==> config.mk <==
export PLATFORM = sky130hd
export DESIGN_NAME = rect_fill_engine_flat
export DESIGN_NICKNAME = d
export VERILOG_FILES = /design/src/rtl/rect_fill_engine_if.sv /design/src/rtl/rect_fill_engine.sv /design/src/flat_wrapper.sv
export SDC_FILE = /design/constraint.sdc
export NUM_CORES = 1
export LEC_CHECK = 0
export BUFFER_PORTS_ARGS = -buffer_cell sky130_fd_sc_hd__buf_4
export CORE_MARGIN = 2
export CORE_UTILIZATION = 50
export DETAILED_ROUTE_END_ITERATION = 10
export PLACE_DENSITY = 0.71
export REMOVE_ABC_BUFFERS = 1
export SYNTH_ARGS = -nofsm -noshare
export SYNTH_HDL_FRONTEND = slang
export SYNTH_SLANG_ARGS = --single-unit
==> constraint.sdc <==
create_clock -name clk -period 3.53 [get_ports clk]
set_clock_uncertainty 0.1 [all_clocks]
set_input_delay 0 -clock clk [delete_from_list [all_inputs] [get_ports clk]]
set_output_delay 0 -clock clk [all_outputs]
set_load 0.05 [all_outputs]
==> src/rtl/rect_fill_engine_if.sv <==
// Command and framebuffer-write bundle of the rectangle-fill blitter.
// The CPU side is master; the engine is slave.
interface rect_fill_engine_if #(
   parameter int unsigned ColorBits = 3
);
   logic                 start;
   logic [8:0]           x0;
   logic [7:0]           y0;
   logic [8:0]           w;
   logic [7:0]           h;
   logic [ColorBits-1:0] color;
   logic                 busy;
   logic                 done;
   logic [8:0]           XWrite;
   logic [7:0]           YWrite;
   logic [ColorBits-1:0] writeValueMemory;
   logic                 writeEnable;

   modport master (
      output start, x0, y0, w, h, color,
      input  busy, done, XWrite, YWrite, writeValueMemory, writeEnable
   );

   modport slave (
      input  start, x0, y0, w, h, color,
      output busy, done, XWrite, YWrite, writeValueMemory, writeEnable
   );
endinterface

==> src/rtl/rect_fill_engine.sv <==
// Rectangle-fill blitter: walks a canvas-clipped rectangle in raster order,
// issuing one framebuffer write per clock.
module rect_fill_engine #(
   parameter int unsigned ImageWidth  = 320,
   parameter int unsigned ImageHeight = 240,
   parameter int unsigned ColorBits   = 3
) (
   input  logic               clk,
   input  logic               reset,
   rect_fill_engine_if.slave  bus
);
   localparam logic [9:0] XLIM = 10'(ImageWidth);
   localparam logic [8:0] YLIM = 9'(ImageHeight);
   localparam logic [8:0] XMAX = 9'(ImageWidth - 1);
   localparam logic [7:0] YMAX = 8'(ImageHeight - 1);

   typedef enum logic [1:0] {S_IDLE, S_CLIP, S_FILL, S_DONE} state_t;

   state_t               state_q, state_d;
   logic [8:0]           x0_q, x0_d, w_q, w_d, xe_q, xe_d, cx_q, cx_d;
   logic [7:0]           y0_q, y0_d, h_q, h_d, ye_q, ye_d, cy_q, cy_d;
   logic [ColorBits-1:0] color_q, color_d;

   logic [9:0] xsum;
   logic [8:0] ysum;
   logic       empty;

   // Widened sums keep e.g. x0=511,w=511 from wrapping back onto the canvas.
   assign xsum  = {1'b0, x0_q} + {1'b0, w_q};
   assign ysum  = {1'b0, y0_q} + {1'b0, h_q};
   assign empty = (w_q == '0) || (h_q == '0) ||
                  ({1'b0, x0_q} >= XLIM) || ({1'b0, y0_q} >= YLIM);

   always_ff @(posedge clk) begin
      if (reset) begin
         state_q <= S_IDLE;
         x0_q    <= '0;
         y0_q    <= '0;
         w_q     <= '0;
         h_q     <= '0;
         xe_q    <= '0;
         ye_q    <= '0;
         cx_q    <= '0;
         cy_q    <= '0;
         color_q <= '0;
      end else begin
         state_q <= state_d;
         x0_q    <= x0_d;
         y0_q    <= y0_d;
         w_q     <= w_d;
         h_q     <= h_d;
         xe_q    <= xe_d;
         ye_q    <= ye_d;
         cx_q    <= cx_d;
         cy_q    <= cy_d;
         color_q <= color_d;
      end
   end

   always_comb begin
      state_d = state_q;
      x0_d    = x0_q;
      y0_d    = y0_q;
      w_d     = w_q;
      h_d     = h_q;
      xe_d    = xe_q;
      ye_d    = ye_q;
      cx_d    = cx_q;
      cy_d    = cy_q;
      color_d = color_q;
      case (state_q)
         S_IDLE: begin
            if (bus.start) begin
               x0_d    = bus.x0;
               y0_d    = bus.y0;
               w_d     = bus.w;
               h_d     = bus.h;
               color_d = bus.color;
               state_d = S_CLIP;
            end
         end
         S_CLIP: begin
            xe_d = (xsum >= XLIM) ? XMAX : 9'(xsum - 10'd1);
            ye_d = (ysum >= YLIM) ? YMAX : 8'(ysum - 9'd1);
            if (empty) begin
               state_d = S_DONE;
            end else begin
               cx_d    = x0_q;
               cy_d    = y0_q;
               state_d = S_FILL;
            end
         end
         S_FILL: begin
            if (cx_q == xe_q) begin
               if (cy_q == ye_q) begin
                  state_d = S_DONE;
               end else begin
                  cx_d = x0_q;
                  cy_d = cy_q + 8'd1;
               end
            end else begin
               cx_d = cx_q + 9'd1;
            end
         end
         default: state_d = S_IDLE;
      endcase
   end

   // Outputs decode registered state only; coordinates hold outside FILL.
   assign bus.busy             = (state_q != S_IDLE);
   assign bus.done             = (state_q == S_DONE);
   assign bus.writeEnable      = (state_q == S_FILL);
   assign bus.XWrite           = cx_q;
   assign bus.YWrite           = cy_q;
   assign bus.writeValueMemory = color_q;
endmodule

==> src/flat_wrapper.sv <==
// flat-port wrapper written by rule: the top's interface ports become plain ports
module rect_fill_engine_flat 
#(
   parameter int unsigned ImageWidth  = 320,
   parameter int unsigned ImageHeight = 240,
   parameter int unsigned ColorBits   = 3
)
  (clk, reset, bus_start, bus_x0, bus_y0, bus_w, bus_h, bus_color, bus_busy, bus_done, bus_XWrite, bus_YWrite, bus_writeValueMemory, bus_writeEnable);
  rect_fill_engine_if #(.ColorBits(ColorBits)) bus_i ();
  input  logic clk;
  input  logic reset;
  input wire logic [$bits(bus_i.start)-1:0] bus_start;
  input wire logic [$bits(bus_i.x0)-1:0] bus_x0;
  input wire logic [$bits(bus_i.y0)-1:0] bus_y0;
  input wire logic [$bits(bus_i.w)-1:0] bus_w;
  input wire logic [$bits(bus_i.h)-1:0] bus_h;
  input wire logic [$bits(bus_i.color)-1:0] bus_color;
  output wire logic [$bits(bus_i.busy)-1:0] bus_busy;
  output wire logic [$bits(bus_i.done)-1:0] bus_done;
  output wire logic [$bits(bus_i.XWrite)-1:0] bus_XWrite;
  output wire logic [$bits(bus_i.YWrite)-1:0] bus_YWrite;
  output wire logic [$bits(bus_i.writeValueMemory)-1:0] bus_writeValueMemory;
  output wire logic [$bits(bus_i.writeEnable)-1:0] bus_writeEnable;
  assign bus_i.start = bus_start;
  assign bus_i.x0 = bus_x0;
  assign bus_i.y0 = bus_y0;
  assign bus_i.w = bus_w;
  assign bus_i.h = bus_h;
  assign bus_i.color = bus_color;
  assign bus_busy = bus_i.busy;
  assign bus_done = bus_i.done;
  assign bus_XWrite = bus_i.XWrite;
  assign bus_YWrite = bus_i.YWrite;
  assign bus_writeValueMemory = bus_i.writeValueMemory;
  assign bus_writeEnable = bus_i.writeEnable;
  rect_fill_engine #(.ImageWidth(ImageWidth), .ImageHeight(ImageHeight), .ColorBits(ColorBits)) u_core (.clk(clk), .reset(reset), .bus(bus_i));
endmodule
==> flow_metrics.py <==
metrics = {
    "power_and_ir_drop": {
        "leakagePower_uw": 0.00231,
        "power.share.combinational_pct": 52.2,
        "netSwitchingFraction_pct": 44.0,
        "power.clock.fraction_pct": 18.7,
        "pwr-share-seq_pct": 29.2,
        "vdd_ir_drop_max_uv": 307,
        "p_int_uw": 2400,
        "totalPowerFinal_uw": 4280,
        "power.density_cell_area_nw_per_um2": 778,
        "power.switching_uw": 1880,
    },
    "synthesis": {
        "synth-async-reset-ratio_pct": 0,
        "netlist.area_leader.share_pct": 33.5,
        "ys_types": 58,
        "synth-main-ff-cell": "sky130_fd_sc_hd__dfxtp_1",
        "yosysTopAreaCell": "sky130_fd_sc_hd__dfxtp_1",
        "ys_ff_latch": 73,
        "ys_seq_area_share_pct": 33.5,
        "synthesis.instances": 550,
        "syn_area_per_cell_um2": 7.94,
        "synth-edff-count": 0,
        "synth_warnings": 0,
        "mappedNetlistArea_um2": 4370,
        "post_synth_main_area_contributors": "sky130_fd_sc_hd__dfxtp_1, sky130_fd_sc_hd__nand2_1, sky130_fd_sc_hd__a21oi_1",
    },
    "grt": {
        "antenna_found_initial": 0,
        "grt_start_max_net_pins": 75,
        "track_usage_pct": 23.8,
        "global_route_wire_length_before_repair_um": 18900,
        "grt_pass1_vias": 4005,
        "grt-ovfl-total": 0,
    },
    "cts": {
        "tritoncts_num_sinks": 73,
        "clkSlewWorstSetupHoldPaths_ps": 80,
        "clockBufferDepth": 2,
        "cts_max_level": 3,
        "clkLatencyLatePin_ps": 350,
        "ctsHoldBuffers": 37,
        "cts-buffers-inserted": 9,
        "cts_resized": 0,
        "cts_post_setup_buffers_inserted": 0,
        "tritoncts": "done",
        "clock_root_buffer": "sky130_fd_sc_hd__clkbuf_8",
    },
    "cells_and_area": {
        "fin_nets": 705,
        "layout-drive-gt1-share_pct": 15.6,
        "final_cell_area_um2": 5510,
        "antenna_cells_inserted": 0,
        "mostFrequentLayoutCell": "sky130_fd_sc_hd__nand2_1",
        "area_growth_from_synthesis_to_final_layout_pct": 26.1,
        "layout_common_cells": "sky130_fd_sc_hd__nand2_1, sky130_fd_sc_hd__dfxtp_1, sky130_fd_sc_hd__buf_4, sky130_fd_sc_hd__a21oi_1, sky130_fd_sc_hd__dlygate4sd3_1",
    },
    "floorplan": {
        "chipHeight_um": 97.5,
        "initial_cell_density_of_the_core_pct": 50.8,
        "fp.dieArea_um2": 9500,
        "core.rowCount": 34,
        "floorplan.io_pins": 63,
        "overall_die_width_um": 97.5,
        "core-area_um2": 8590,
    },
    "routing": {
        "final_antenna_net_count": 0,
        "route.detailed.drc": 0,
        "drtIter0Drc": 205,
        "drt-wirelength-per-cell_um": 14.6,
        "routed-via-count": 4156,
        "avgViaCountPerCell": 5.54,
        "dr.pass1.iters": 5,
        "drt-total-wl_um": 10900,
    },
    "timing": {
        "layout_setup_ws_ps": 713,
        "clock.fmax_mhz": 355,
        "finalMaxSlewViolations": 0,
        "timing.final.hold_violations": 0,
        "timing.final.crit_share_pct": 79.8,
        "setup_repair_after_global_routing_missed_its_margin": "no",
        "fin_setup_tns_ps": 0,
        "worst_slew_margin_rel_pct": 45.9,
        "final.hold.worst_slack_ps": 28.2,
        "setup-violations-final": 0,
        "fin_crit_ps": 2820,
        "max_slew.worst_pin.slew_ps": 812,
    },
    "critical_path": {
        "worst-endpoint-arrival_ps": 2980,
        "critPathRequiredTime_ps": 3690,
        "worst_setup_path_end_kind": "flip-flop",
        "type_of_the_setup_path_with_the_least_slack": "flip-flop to flip-flop",
        "critical_path.max_fanout": 3,
        "timing.critical_path.from_type": "flip-flop",
    },
    "placed_design": {
        "place.port_buffers": 62,
        "post-place-ws_ps": 760,
        "dpl.hpwl_um": 7560,
        "gp_congestion": 0.883,
        "placed_area_um2": 4890,
    },
    "worst_hold_path": {
        "hp-class": "primary input to flip-flop",
    },
    "outcome": {
        "run_status": "complete, no violations",
    },
    "job": {
        "number_of_maximum_capacitance_constraint_violations": 0,
    },
}
==> registers in the layout, summed over array words and instances (netlist names) <==
register and cells:
u_core.bus.writeValueMemory 3, u_core.w_q 9, u_core.h_q 8, u_core.state_q 2, u_core.x0_q 9, u_core.ye_q 8, u_core.xe_q 9, u_core.bus.YWrite 8
u_core.bus.XWrite 9, u_core.y0_q 8
==> worst max-delay path, stage by stage, from the launching register on <==
cell and delay (ps):
sky130_fd_sc_hd__dfxtp_1 330, sky130_fd_sc_hd__ha_1 240, sky130_fd_sc_hd__fa_1 420, sky130_fd_sc_hd__a21o_1 200
sky130_fd_sc_hd__a31oi_1 190, sky130_fd_sc_hd__o311ai_1 180, sky130_fd_sc_hd__o21bai_1 240, sky130_fd_sc_hd__or4_1 430
sky130_fd_sc_hd__xor2_1 190, sky130_fd_sc_hd__a211oi_2 230
==> kinds of logic (layout without fill, tap and decap cells) <==
group,after synthesis,in the layout,share of synthesized area [%]
AOI/OAI and AO/OA,158,158,24.0
xor gates and xnor gates,36,36,7.22
adders and majority gates,28,28,8.37
buffers and inverters,50,142,4.47
DFF,73,73,33.5
muxes,6,6,1.38
and+or+nand+nor,199,199,21.1
==> cells in the mapped netlist (8+ instances only) <==
cell type,count
sky130_fd_sc_hd__inv_1,22
sky130_fd_sc_hd__xor2_1,14
sky130_fd_sc_hd__a21oi_1,65
sky130_fd_sc_hd__a211oi_1,14
sky130_fd_sc_hd__clkbuf_1,19
sky130_fd_sc_hd__nor3_1,15
sky130_fd_sc_hd__dfxtp_1,73
sky130_fd_sc_hd__xnor2_1,22
sky130_fd_sc_hd__ha_1,26
sky130_fd_sc_hd__nor2_1,36
sky130_fd_sc_hd__nand3_1,8
sky130_fd_sc_hd__nand2_1,91
sky130_fd_sc_hd__o21ai_0,21
==> layout make-up <==
type                            count  area, um^2
Sequential cell                    73        1460
Timing Repair Buffer              103         866
Multi-Input combinational cell    427        2720
Fill cell                         753        3090
Clock buffer                       10         128
Clock inverter                      6         115
Tap cell                          108         135
Inverter                           23        86.3
==> through the flow <==
step                      std cells  utilization [%]
final                           750             64.1
after global routing            750             64.1
after CTS                       750             64.1
after detailed placement        697             56.9
after global placement          697             56.9
after floorplan                 523                -
==> layer usage <==
layer	wire length, um	vias to the layer above	share of wire (%)	GRT usage [%]
met3	539	10	4.9	4.75
met5	0	-	0	0
met2	4910	107	45	37.9
met1	5340	1896	49	33.2
met4	144	0	1.3	6.20
li1	-	2143	-	-
==> path summary, 6_finish.rpt <==
check / startpoint / to / slack, ps / depth (start not counted)
max: u_core.w_q[0] / u_core.xe_q[8] / 710 / 9
min: bus_start / u_core.state_q[0] / 30 / 4
max reg2reg: u_core.w_q[0] / u_core.xe_q[8] / 710 / 9
min reg2reg: u_core.bus.writeValueMemory[1] / u_core.bus.writeValueMemory[1] / 360 / 2
==> power by group through the flow <==
stage	sequential (uW)	clock, uW	combinational, uW
2_1_floorplan	1330	0	1550
5_1_grt	1280	854	2490
3_5_place_dp	1260	0	2190
6_report	1250	799	2230
4_1_cts	1240	814	2230
3_3_place_gp	1250	0	2150
(Power assumes the default switching activity.)
